$ cat src/rtl/sdram_ctrl_param_if.sv
`default_nettype none
// +----------------------------------------------------------------------------+
// | sdram_ctrl_param_if : bus-side request signals plus SDRAM command pins      |
// | Rev 1.0                                                                     |
// +----------------------------------------------------------------------------+
interface sdram_ctrl_param_if #(
    parameter int DATA_W = 32,
    parameter int ADDR_W = 32,
    parameter int ROW_W  = 14,
    parameter int BANK_W = 2
);
    logic              in_HSEL;
    logic              in_HWRITE;
    logic [ADDR_W-1:0] in_HADDR;
    logic [DATA_W-1:0] in_HWDATA;
    logic              out_HREADY;
    logic [DATA_W-1:0] out_HRDATA;

    logic [DATA_W-1:0] in_sdram_read_data;
    logic              out_CS;
    logic              out_RAS;
    logic              out_CAS;
    logic              out_write_en;
    logic [BANK_W-1:0] out_bank_select;
    logic [ROW_W-1:0]  out_sdram_addr;
    logic [DATA_W-1:0] out_sdram_write_data;
    logic              out_ref_busy;

    // Controller side
    modport slave (
        input  in_HSEL, in_HWRITE, in_HADDR, in_HWDATA, in_sdram_read_data,
        output out_HREADY, out_HRDATA, out_CS, out_RAS, out_CAS, out_write_en,
        output out_bank_select, out_sdram_addr, out_sdram_write_data, out_ref_busy
    );

    // Bus master together with the SDRAM device model
    modport master (
        output in_HSEL, in_HWRITE, in_HADDR, in_HWDATA, in_sdram_read_data,
        input  out_HREADY, out_HRDATA, out_CS, out_RAS, out_CAS, out_write_en,
        input  out_bank_select, out_sdram_addr, out_sdram_write_data, out_ref_busy
    );
endinterface
`default_nettype wire

$ cat src/rtl/sdram_ctrl_param.sv
`default_nettype none
// +----------------------------------------------------------------------------+
// | sdram_ctrl_param : closed-page SDRAM command controller with auto-refresh    |
// | Rev 1.0                                                                     |
// +----------------------------------------------------------------------------+
module sdram_ctrl_param #(
    parameter int DATA_W       = 32,
    parameter int ADDR_W       = 32,
    parameter int ROW_W        = 14,
    parameter int BANK_W       = 2,
    parameter int COL_W        = 9,
    parameter int T_RCD        = 2,
    parameter int CAS_LAT      = 2,
    parameter int T_WR         = 2,
    parameter int T_RP         = 2,
    parameter int T_RFC        = 7,
    parameter int REF_INTERVAL = 780
) (
    input  logic                 in_HCLK,
    input  logic                 in_HRESETn,
    sdram_ctrl_param_if.slave    bus
);

    localparam int REF_W = (REF_INTERVAL > 1) ? $clog2(REF_INTERVAL) : 1;
    localparam logic [REF_W-1:0] REF_RELOAD = REF_W'(REF_INTERVAL - 1);

    localparam logic [7:0] RCD_LOAD = 8'(T_RCD - 2);
    localparam logic [7:0] CL_LOAD  = 8'(CAS_LAT - 1);
    localparam logic [7:0] WR_LOAD  = 8'(T_WR - 1);
    localparam logic [7:0] RP_LOAD  = 8'(T_RP - 2);
    localparam logic [7:0] RFC_LOAD = 8'(T_RFC - 2);

    // {CS, RAS, CAS, WE}
    localparam logic [3:0] CMD_DESELECT  = 4'b1111;
    localparam logic [3:0] CMD_NOP       = 4'b0111;
    localparam logic [3:0] CMD_ACT       = 4'b0011;
    localparam logic [3:0] CMD_READ      = 4'b0101;
    localparam logic [3:0] CMD_WRITE     = 4'b0100;
    localparam logic [3:0] CMD_PRECHARGE = 4'b0010;
    localparam logic [3:0] CMD_REFRESH   = 4'b0001;

    localparam logic [ROW_W-1:0] PRE_ADDR = ROW_W'(1024);

    typedef enum logic [3:0] {
        S_IDLE     = 4'd0,
        S_ACT      = 4'd1,
        S_RCD_WAIT = 4'd2,
        S_RD_CMD   = 4'd3,
        S_CL_WAIT  = 4'd4,
        S_WR_CMD   = 4'd5,
        S_WR_WAIT  = 4'd6,
        S_PRE      = 4'd7,
        S_RP_WAIT  = 4'd8,
        S_REF      = 4'd9,
        S_RFC_WAIT = 4'd10
    } state_t;

    state_t             state, next_state;
    logic [7:0]         wait_cnt, wait_nxt;
    logic [REF_W-1:0]   ref_cnt;
    logic               ref_pending, pending_nxt;
    logic               expire;
    logic               accept;
    logic               capture;
    logic               done;

    logic               lat_write;
    logic [BANK_W-1:0]  lat_bank;
    logic [COL_W-1:0]   lat_col;
    logic [DATA_W-1:0]  lat_wdata;

    logic [3:0]         cmd_q, cmd_nxt;
    logic [ROW_W-1:0]   addr_q, addr_nxt;
    logic [BANK_W-1:0]  bank_q, bank_nxt;
    logic [DATA_W-1:0]  wdata_q, wdata_nxt;
    logic [DATA_W-1:0]  rdata_q, rdata_nxt;
    logic               hready_q, hready_nxt;
    logic               busy_q, busy_nxt;

    logic [ROW_W-1:0]   in_row;
    logic [BANK_W-1:0]  in_bank;
    logic [COL_W-1:0]   in_col;
    logic [ROW_W-1:0]   col_ext;

    assign in_row  = bus.in_HADDR[ROW_W-1:0];
    assign in_bank = bus.in_HADDR[ROW_W+BANK_W-1:ROW_W];
    assign in_col  = bus.in_HADDR[ROW_W+BANK_W+COL_W-1:ROW_W+BANK_W];

    generate
        if (ADDR_W > ROW_W + BANK_W + COL_W) begin : g_addr_hi
            logic unused_addr_hi;
            assign unused_addr_hi = ^bus.in_HADDR[ADDR_W-1:ROW_W+BANK_W+COL_W];
        end
    endgenerate

    always_comb begin
        col_ext = '0;
        col_ext[COL_W-1:0] = lat_col;
    end

    assign expire = (ref_cnt == '0);

    // Next-state decode; wait_cnt counts down to zero in every wait state
    always_comb begin
        next_state = state;
        wait_nxt   = wait_cnt;
        accept     = 1'b0;
        capture    = 1'b0;
        done       = 1'b0;
        case (state)
            S_IDLE: begin
                if (ref_pending) begin
                    next_state = S_REF;
                end else if (bus.in_HSEL && hready_q) begin
                    accept     = 1'b1;
                    next_state = S_ACT;
                end
            end
            S_ACT: begin
                if (T_RCD == 1) begin
                    next_state = lat_write ? S_WR_CMD : S_RD_CMD;
                end else begin
                    next_state = S_RCD_WAIT;
                    wait_nxt   = RCD_LOAD;
                end
            end
            S_RCD_WAIT: begin
                if (wait_cnt == 8'd0) next_state = lat_write ? S_WR_CMD : S_RD_CMD;
                else                  wait_nxt   = wait_cnt - 8'd1;
            end
            S_RD_CMD: begin
                next_state = S_CL_WAIT;
                wait_nxt   = CL_LOAD;
            end
            S_CL_WAIT: begin
                if (wait_cnt == 8'd0) begin
                    capture    = 1'b1;
                    next_state = S_PRE;
                end else begin
                    wait_nxt = wait_cnt - 8'd1;
                end
            end
            S_WR_CMD: begin
                next_state = S_WR_WAIT;
                wait_nxt   = WR_LOAD;
            end
            S_WR_WAIT: begin
                if (wait_cnt == 8'd0) next_state = S_PRE;
                else                  wait_nxt   = wait_cnt - 8'd1;
            end
            S_PRE: begin
                if (T_RP == 1) begin
                    done = 1'b1;
                end else begin
                    next_state = S_RP_WAIT;
                    wait_nxt   = RP_LOAD;
                end
            end
            S_RP_WAIT: begin
                if (wait_cnt == 8'd0) done     = 1'b1;
                else                  wait_nxt = wait_cnt - 8'd1;
            end
            S_REF: begin
                if (T_RFC == 1) begin
                    next_state = S_IDLE;
                end else begin
                    next_state = S_RFC_WAIT;
                    wait_nxt   = RFC_LOAD;
                end
            end
            S_RFC_WAIT: begin
                if (wait_cnt == 8'd0) next_state = S_IDLE;
                else                  wait_nxt   = wait_cnt - 8'd1;
            end
            default: next_state = S_IDLE;
        endcase

        // A refresh that became due during an access goes out with no ready pulse
        if (done) next_state = ref_pending ? S_REF : S_IDLE;

        pending_nxt = ref_pending;
        if (next_state == S_REF) pending_nxt = 1'b0;
        if (expire)              pending_nxt = 1'b1;

        hready_nxt = (next_state == S_IDLE) && !pending_nxt;
        busy_nxt   = (next_state == S_REF) || (next_state == S_RFC_WAIT);
    end

    // Output decode from the state about to be entered, so pins are registered
    always_comb begin
        cmd_nxt   = CMD_NOP;
        addr_nxt  = addr_q;
        bank_nxt  = bank_q;
        wdata_nxt = wdata_q;
        rdata_nxt = rdata_q;
        case (next_state)
            S_IDLE: cmd_nxt = CMD_DESELECT;
            S_ACT: begin
                cmd_nxt  = CMD_ACT;
                addr_nxt = in_row;
                bank_nxt = in_bank;
            end
            S_RD_CMD: begin
                cmd_nxt  = CMD_READ;
                addr_nxt = col_ext;
                bank_nxt = lat_bank;
            end
            S_WR_CMD: begin
                cmd_nxt   = CMD_WRITE;
                addr_nxt  = col_ext;
                bank_nxt  = lat_bank;
                wdata_nxt = lat_wdata;
            end
            S_PRE: begin
                cmd_nxt  = CMD_PRECHARGE;
                addr_nxt = PRE_ADDR;
            end
            S_REF:   cmd_nxt = CMD_REFRESH;
            default: cmd_nxt = CMD_NOP;
        endcase
        if (capture) rdata_nxt = bus.in_sdram_read_data;
    end

    always_ff @(posedge in_HCLK or negedge in_HRESETn) begin
        if (!in_HRESETn) begin
            state       <= S_IDLE;
            wait_cnt    <= 8'd0;
            ref_cnt     <= REF_RELOAD;
            ref_pending <= 1'b0;
            lat_write   <= 1'b0;
            lat_bank    <= '0;
            lat_col     <= '0;
            lat_wdata   <= '0;
            cmd_q       <= CMD_DESELECT;
            addr_q      <= '0;
            bank_q      <= '0;
            wdata_q     <= '0;
            rdata_q     <= '0;
            hready_q    <= 1'b1;
            busy_q      <= 1'b0;
        end else begin
            state       <= next_state;
            wait_cnt    <= wait_nxt;
            ref_cnt     <= expire ? REF_RELOAD : ref_cnt - REF_W'(1);
            ref_pending <= pending_nxt;
            if (accept) begin
                lat_write <= bus.in_HWRITE;
                lat_bank  <= in_bank;
                lat_col   <= in_col;
                lat_wdata <= bus.in_HWDATA;
            end
            cmd_q       <= cmd_nxt;
            addr_q      <= addr_nxt;
            bank_q      <= bank_nxt;
            wdata_q     <= wdata_nxt;
            rdata_q     <= rdata_nxt;
            hready_q    <= hready_nxt;
            busy_q      <= busy_nxt;
        end
    end

    assign bus.out_CS               = cmd_q[3];
    assign bus.out_RAS              = cmd_q[2];
    assign bus.out_CAS              = cmd_q[1];
    assign bus.out_write_en         = cmd_q[0];
    assign bus.out_bank_select      = bank_q;
    assign bus.out_sdram_addr       = addr_q;
    assign bus.out_sdram_write_data = wdata_q;
    assign bus.out_HRDATA           = rdata_q;
    assign bus.out_HREADY           = hready_q;
    assign bus.out_ref_busy         = busy_q;

endmodule
`default_nettype wire

$ cat src/flat_wrapper.sv
// flat-port wrapper written by rule: the top's interface ports become plain ports
module sdram_ctrl_param_flat 
#(
    parameter int DATA_W       = 32,
    parameter int ADDR_W       = 32,
    parameter int ROW_W        = 14,
    parameter int BANK_W       = 2,
    parameter int COL_W        = 9,
    parameter int T_RCD        = 2,
    parameter int CAS_LAT      = 2,
    parameter int T_WR         = 2,
    parameter int T_RP         = 2,
    parameter int T_RFC        = 7,
    parameter int REF_INTERVAL = 780
)
  (in_HCLK, in_HRESETn, bus_in_HSEL, bus_in_HWRITE, bus_in_HADDR, bus_in_HWDATA, bus_in_sdram_read_data, bus_out_HREADY, bus_out_HRDATA, bus_out_CS, bus_out_RAS, bus_out_CAS, bus_out_write_en, bus_out_bank_select, bus_out_sdram_addr, bus_out_sdram_write_data, bus_out_ref_busy);
  sdram_ctrl_param_if #(.DATA_W(DATA_W), .ADDR_W(ADDR_W), .ROW_W(ROW_W), .BANK_W(BANK_W)) bus_i ();
  input  logic in_HCLK;
  input  logic in_HRESETn;
  input wire logic [$bits(bus_i.in_HSEL)-1:0] bus_in_HSEL;
  input wire logic [$bits(bus_i.in_HWRITE)-1:0] bus_in_HWRITE;
  input wire logic [$bits(bus_i.in_HADDR)-1:0] bus_in_HADDR;
  input wire logic [$bits(bus_i.in_HWDATA)-1:0] bus_in_HWDATA;
  input wire logic [$bits(bus_i.in_sdram_read_data)-1:0] bus_in_sdram_read_data;
  output wire logic [$bits(bus_i.out_HREADY)-1:0] bus_out_HREADY;
  output wire logic [$bits(bus_i.out_HRDATA)-1:0] bus_out_HRDATA;
  output wire logic [$bits(bus_i.out_CS)-1:0] bus_out_CS;
  output wire logic [$bits(bus_i.out_RAS)-1:0] bus_out_RAS;
  output wire logic [$bits(bus_i.out_CAS)-1:0] bus_out_CAS;
  output wire logic [$bits(bus_i.out_write_en)-1:0] bus_out_write_en;
  output wire logic [$bits(bus_i.out_bank_select)-1:0] bus_out_bank_select;
  output wire logic [$bits(bus_i.out_sdram_addr)-1:0] bus_out_sdram_addr;
  output wire logic [$bits(bus_i.out_sdram_write_data)-1:0] bus_out_sdram_write_data;
  output wire logic [$bits(bus_i.out_ref_busy)-1:0] bus_out_ref_busy;
  assign bus_i.in_HSEL = bus_in_HSEL;
  assign bus_i.in_HWRITE = bus_in_HWRITE;
  assign bus_i.in_HADDR = bus_in_HADDR;
  assign bus_i.in_HWDATA = bus_in_HWDATA;
  assign bus_i.in_sdram_read_data = bus_in_sdram_read_data;
  assign bus_out_HREADY = bus_i.out_HREADY;
  assign bus_out_HRDATA = bus_i.out_HRDATA;
  assign bus_out_CS = bus_i.out_CS;
  assign bus_out_RAS = bus_i.out_RAS;
  assign bus_out_CAS = bus_i.out_CAS;
  assign bus_out_write_en = bus_i.out_write_en;
  assign bus_out_bank_select = bus_i.out_bank_select;
  assign bus_out_sdram_addr = bus_i.out_sdram_addr;
  assign bus_out_sdram_write_data = bus_i.out_sdram_write_data;
  assign bus_out_ref_busy = bus_i.out_ref_busy;
  sdram_ctrl_param #(.DATA_W(DATA_W), .ADDR_W(ADDR_W), .ROW_W(ROW_W), .BANK_W(BANK_W), .COL_W(COL_W), .T_RCD(T_RCD), .CAS_LAT(CAS_LAT), .T_WR(T_WR), .T_RP(T_RP), .T_RFC(T_RFC), .REF_INTERVAL(REF_INTERVAL)) u_core (.in_HCLK(in_HCLK), .in_HRESETn(in_HRESETn), .bus(bus_i));
endmodule
$ cat config.mk
export PLATFORM = sky130hd
export DESIGN_NAME = sdram_ctrl_param_flat
export DESIGN_NICKNAME = d
export VERILOG_FILES = /design/src/rtl/sdram_ctrl_param_if.sv /design/src/rtl/sdram_ctrl_param.sv /design/src/flat_wrapper.sv
export SDC_FILE = /design/constraint.sdc
export NUM_CORES = 1
export LEC_CHECK = 0
export CAP_MARGIN = 40
export CELL_PAD_IN_SITES_DETAIL_PLACEMENT = 1
export CELL_PAD_IN_SITES_GLOBAL_PLACEMENT = 2
export CORE_AREA = 2 2 111 194
export DETAILED_ROUTE_END_ITERATION = 7
export DIE_AREA = 0 0 113 196
export PLACE_DENSITY = 0.81
export SLEW_MARGIN = 20
export SYNTH_ARGS = -nofsm -noshare
export SYNTH_HDL_FRONTEND = slang
export SYNTH_SLANG_ARGS = --single-unit
$ cat constraint.sdc
create_clock -name in_HCLK -period 3.52 [get_ports in_HCLK]
set_input_delay 0.352 -clock in_HCLK [delete_from_list [all_inputs] [get_ports in_HCLK]]
set_output_delay 0.352 -clock in_HCLK [all_outputs]
set_load 0.03 [all_outputs]
* Yosys cells after proc, flatten, opt, wreduce, memory -nomap -nowiden
Cells that the tools add are included.
W data, S select, Z words.
** Word-level totals
- Bits of input ports :: 100
- Flip-flop bits (word level) :: 153
- Word-level logic and storage cells :: 74
- Output and inout port bits :: 86
** Cells by class
- Equal/unequal tests :: 17
- $add $sub $neg :: 2
- Muxes and demuxes :: 23
- Reduce and logical (&&, ||, !) cells :: 17
** Operators with widths (count)
- $pmux W14 S3 :: 1
- $pmux W4 S10 :: 1
- $pmux W8 S4 :: 1
- $mux W4 :: 7
- $eq A4 B3 Y1 const B :: 6
- $pmux W4 S6 :: 1
- $eq A4 B4 Y1 const B :: 5
- $eq A4 B2 Y1 const B :: 3
- $logic_not A10 Y1 :: 1
- $mux W10 :: 1
- $sub A10 B1 Y10 const B :: 1
- $eq A4 B1 Y1 const B :: 2
- $logic_not A4 Y1 :: 2
- $logic_not A8 Y1 :: 1
- $mux W1 :: 8
- $mux W8 :: 1
- $reduce_or A2 Y1 :: 4
- $sub A8 B1 Y8 const B :: 1
- $reduce_or A5 Y1 :: 1
- $pmux W2 S2 :: 1
- $reduce_bool A4 Y1 :: 1
- $mux W3 :: 1
- $reduce_bool A3 Y1 :: 1
- $logic_and A1 B1 Y1 :: 2
- other kinds (5) :: 5

* Longest topological paths before layout
- Depth in word-level cells :: 10
- Depth in mapped cells :: 10
- Gate-level depth less buffers :: 8

* Least setup slack after synthesis
Ideal clock, no wire load.
- Path kind :: register to register
- From :: reg u_core.wait_cnt[0]
- To :: reg u_core.wait_cnt[1]
- Period minus slack after synthesis :: 2595 ps
- Stages on the path, launching flop included :: 11
- Setup slack :: 925 ps
- Buffers on the path :: 2
- Required time :: 3395 ps
- Library setup time :: 125 ps
- Arrival :: 2470 ps
- Cell sequence :: dfrtp_1 -> inv_1 -> ha_1 -> nor3b_2 -> nand2_2 -> a2111o_1 -> buf_6 -> o21a_1 -> buf_6 -> nor3_1 -> mux2_2
** On the way
- Longest elaborated chain between the ends :: 3
- Elaborated cells between the ends (all ways) :: 6
- Those cells by class :: add/sub: 1; eq/ne: 1; mux: 2; reduce/logical: 2
** RTL lines
- from (decl) :: line sdram_ctrl_param.sv:59 : logic [7:0] wait_cnt, wait_nxt;
- from (signal assigned) :: line sdram_ctrl_param.sv:243 : wait_cnt <= wait_nxt;
- $sub A8 B1 Y8 or $logic_not A8 Y1 (tied branches)
- $mux W8 or $ne A2 B2 Y1 (tied branches)
- $pmux W8 S4 or $reduce_and A2 Y1 (tied branches)
Several ways; a longest one is shown, not always the timed one. The select of a mux whose other input is x is not followed.
A chain may end at the register's enable or synchronous reset.

* Worst setup path after layout
Ends and elaborated chain as after synthesis.

==> results.ini <==
[finish]
fin_cells = 922
mostFrequentLayoutCell = clkdlybuf4s50_1
layout-drive-gt1-share_pct = 25.9
fin_nets = 757
area_growth_pct = 44.2
final_cell_mix = clkdlybuf4s50_1 (177), dfrtp_1 (143), mux2_2 (112)

[clock_network]
numCtsBuffers = 17
clock-sinks = 153
htree_levels = 4
cts.clk_slew.worst_paths_ps = 60
cts_root_buf = clkbuf_16
cts-root-to-sink-buffers = 2
cts_tree = built
clock_latency_ps = 430

[floorplanning]
initial_core_util_pct = 30.4
dieArea_um2 = 22100
io_pins = 186
die_height_um = 196
die_width_um = 113
coreArea_um2 = 20700
rows = 70

[yosys]
synthMuxAreaShare_pct = 20.4
ys_ff_latch = 153
synth_ff_type = dfrtp_1
netlist_area_um2 = 6280
syn_nets = 571
synth-seq-area-share_pct = 61.2
ys_types = 51
synthArstFlopShare_pct = 100
synth_edf_count = 0
synth_compound_area_share_pct = 6.38
yosys.area_share.simple_pct = 8.95
netlist_instances = 469
synth_area_per_cell_um2 = 13.4
synth_xor_xnor_area_share_pct = 0.558
yosysWarnings = 0
synth_top_family_by_area = multiplexers
synthAdderAreaFrac_pct = 0.399

[detailed_routing]
vias_per_cell = 4.86
wirelength_mm = 17.6
vias = 4483
routed.top_layer = met4
avgRoutedWirePerCell_um = 19.1
met2_length_mm = 10.1
firstDrtPassIters = 7
drtIter0Drc = 131
drc = 8
route.layer.met1.wl_mm = 6.28
wl_met3_um = 776
final_antenna_net_count = 0

[place]
io_buffers = 178
dp.cells = 886
gp_congestion = 0.861
dp_hpwl_mm = 12.6

[pwr]
p_total_w = 0.00828
ir_drop_v = 0.000455
power_density_nw_per_um2 = 914
leakage_nw = 3.90

[worst_setup_path]
critical_path.slowest_cell = a2111o_1
crit_path_cell_trace = inv_1 > ha_1 > nor3b_2 > nand2_2 > a2111o_1 > o21a_1 > nor3_1 > mux2_2
cp-start-kind = register
crit_start = u_core.wait_cnt[0]
crit_arrival_ps = 3360
ff2ff_path_depth = 8
r2r_slack_ps = 470
reg2reg_to = u_core.wait_cnt[1]
slowest_delay_ps = 580
end_kind = register
cp_max_fo = 12
critPathKind = reg2reg
worstReg2RegStart = u_core.wait_cnt[0]
required_ps = 3830

[timing]
worst_pin_slew_ps = 707
grt_setup_unrepaired = no
fin_crit_sh_pct = 86.6
slew_headroom_pct = 52.8
slew_violations = 0
setup_viol_count_final = 0
tns_ps = 0
min_period_ps = 3050
hold_viol_final = 0
fmax_ghz = 0.328
finClkSkew_ps = 7.46

[global_routing]
grt_pass1_vias = 5035
grt-ovfl-total = 0
gr-usage-all-layers_pct = 16.1
antenna_found_initial = 2
grt_pass1_wl_mm = 27.4
grt_start_max_net_pins = 85

[min_path]
worstHoldPathType = in2async

[status]
violations = DRC
outcome = complete, but fails checks

[job]
drv_cap = 0

## flip-flops by register name (all words and copies together), names as in the netlist
register,flops
u_core.ref_pending,1
u_core.bus.out_HRDATA,32
u_core.bus.out_bank_select,2
u_core.lat_bank,2
u_core.lat_col,9
u_core.bus.out_ref_busy,1
u_core.bus.out_sdram_addr,14
u_core.state,4
u_core.lat_wdata,32
u_core.bus.out_sdram_write_data,32
u_core.lat_write,1
u_core.ref_cnt,10
u_core.wait_cnt,8
u_core.cmd_q,4
u_core.bus.out_HREADY,1
## critical path: cells and delay by family, from the launching register on
family,cells,cell delay (ps)
AO/OA/AOI/OAI,2,960
AND/OR/NAND/NOR,3,920
flip-flops,1,400
multiplexers,1,370
adder cells (fa/ha/maj),1,200
buffers and inverters,1,90
## timing repair
| action | 4_1_cts | 5_1_grt |
|---|---|---|
| endpoints found under the hold margin | 0 | 10 |
| setup buffers | 0 | 0 |
| gates resized for setup | 0 | 0 |
| endpoints found under the setup margin | 0 | 0 |
| hold buffers | 0 | 1 |
## cell families (layout without fill, tap and decap cells)
family / Yosys count / in the layout
adders and majority gates: 2 / 2
and+or+nand+nor: 106 / 106
muxes: 114 / 114
AOI/OAI and AO/OA: 60 / 60
xor gates and xnor gates: 4 / 4
buffers and inverters: 30 / 229
DFF: 153 / 153
other: 0 / 2
## power by group
group	leakage [nW]	internal [W]	switching [W]
combinational	1.71	0.00152	0.00175
clock	0.308	0.00129	0.000762
sequential	1.88	0.00249	0.000470
## cell usage after synthesis, types with 3 or more instances
cell type | instances | area (um^2)
or3_1 | 5 | 31.3
nor3_1 | 8 | 40.0
dfstp_2 | 10 | 263
nor2_1 | 11 | 41.3
a22oi_1 | 11 | 82.6
buf_2 | 5 | 25.0
and2_1 | 3 | 18.8
mux2_2 | 112 | 1260
nor4_1 | 5 | 31.3
nor3b_1 | 3 | 22.5
dfrtp_1 | 143 | 3580
or4_1 | 4 | 30.0
inv_1 | 7 | 26.3
nand2b_1 | 7 | 43.8
a21oi_1 | 9 | 45.0
nor2b_1 | 3 | 18.8
o31ai_1 | 4 | 30.0
nand2_1 | 42 | 158
clkbuf_1 | 16 | 60.1
o21ai_0 | 19 | 95.1
## routing by layer
metal | track usage, % | vias up
li1 | - | 2048
met2 | 30.9 | 121
met1 | 16.2 | 2290
met5 | 0 | -
met4 | 6.87 | 0
met3 | 3.89 | 24
## final cells by class
class	instances	area (um^2)
fillers	2171	11600
flip-flops and latches	153	3840
multi-input cells	286	2310
repair buffers	190	1890
clock buffers	19	443
well taps	252	315
clock inverters	13	218
inverters	7	26.3
diodes	2	5.00
## through the flow
| stage | instance area [um^2] | hold WS, ps | util (%) | setup WS, ps |
|---|---|---|---|---|
| CTS | 9010 | 6.60 | 43.6 | 445 |
| finish | 9050 | 313 | 43.8 | 470 |
| detailed placement | 8350 | 464 | 40.4 | 504 |
| global route | 9050 | 311 | 43.8 | 277 |
| floorplan | 6280 | 56.4 | - | 925 |
| global placement | 8340 | 440 | 40.4 | 533 |
## how the worst max path moves through the flow
stage,end,cells past startpoint,slack (ps)
floorplan,u_core.wait_cnt[1],10,930
global placement,u_core.wait_cnt[1],8,530
detailed placement,u_core.wait_cnt[1],8,500
CTS,u_core.wait_cnt[1],8,450
global route,u_core.wait_cnt[1],8,280
finish,u_core.wait_cnt[1],8,470
No activity file was read; power rests on OpenSTA's default activity.
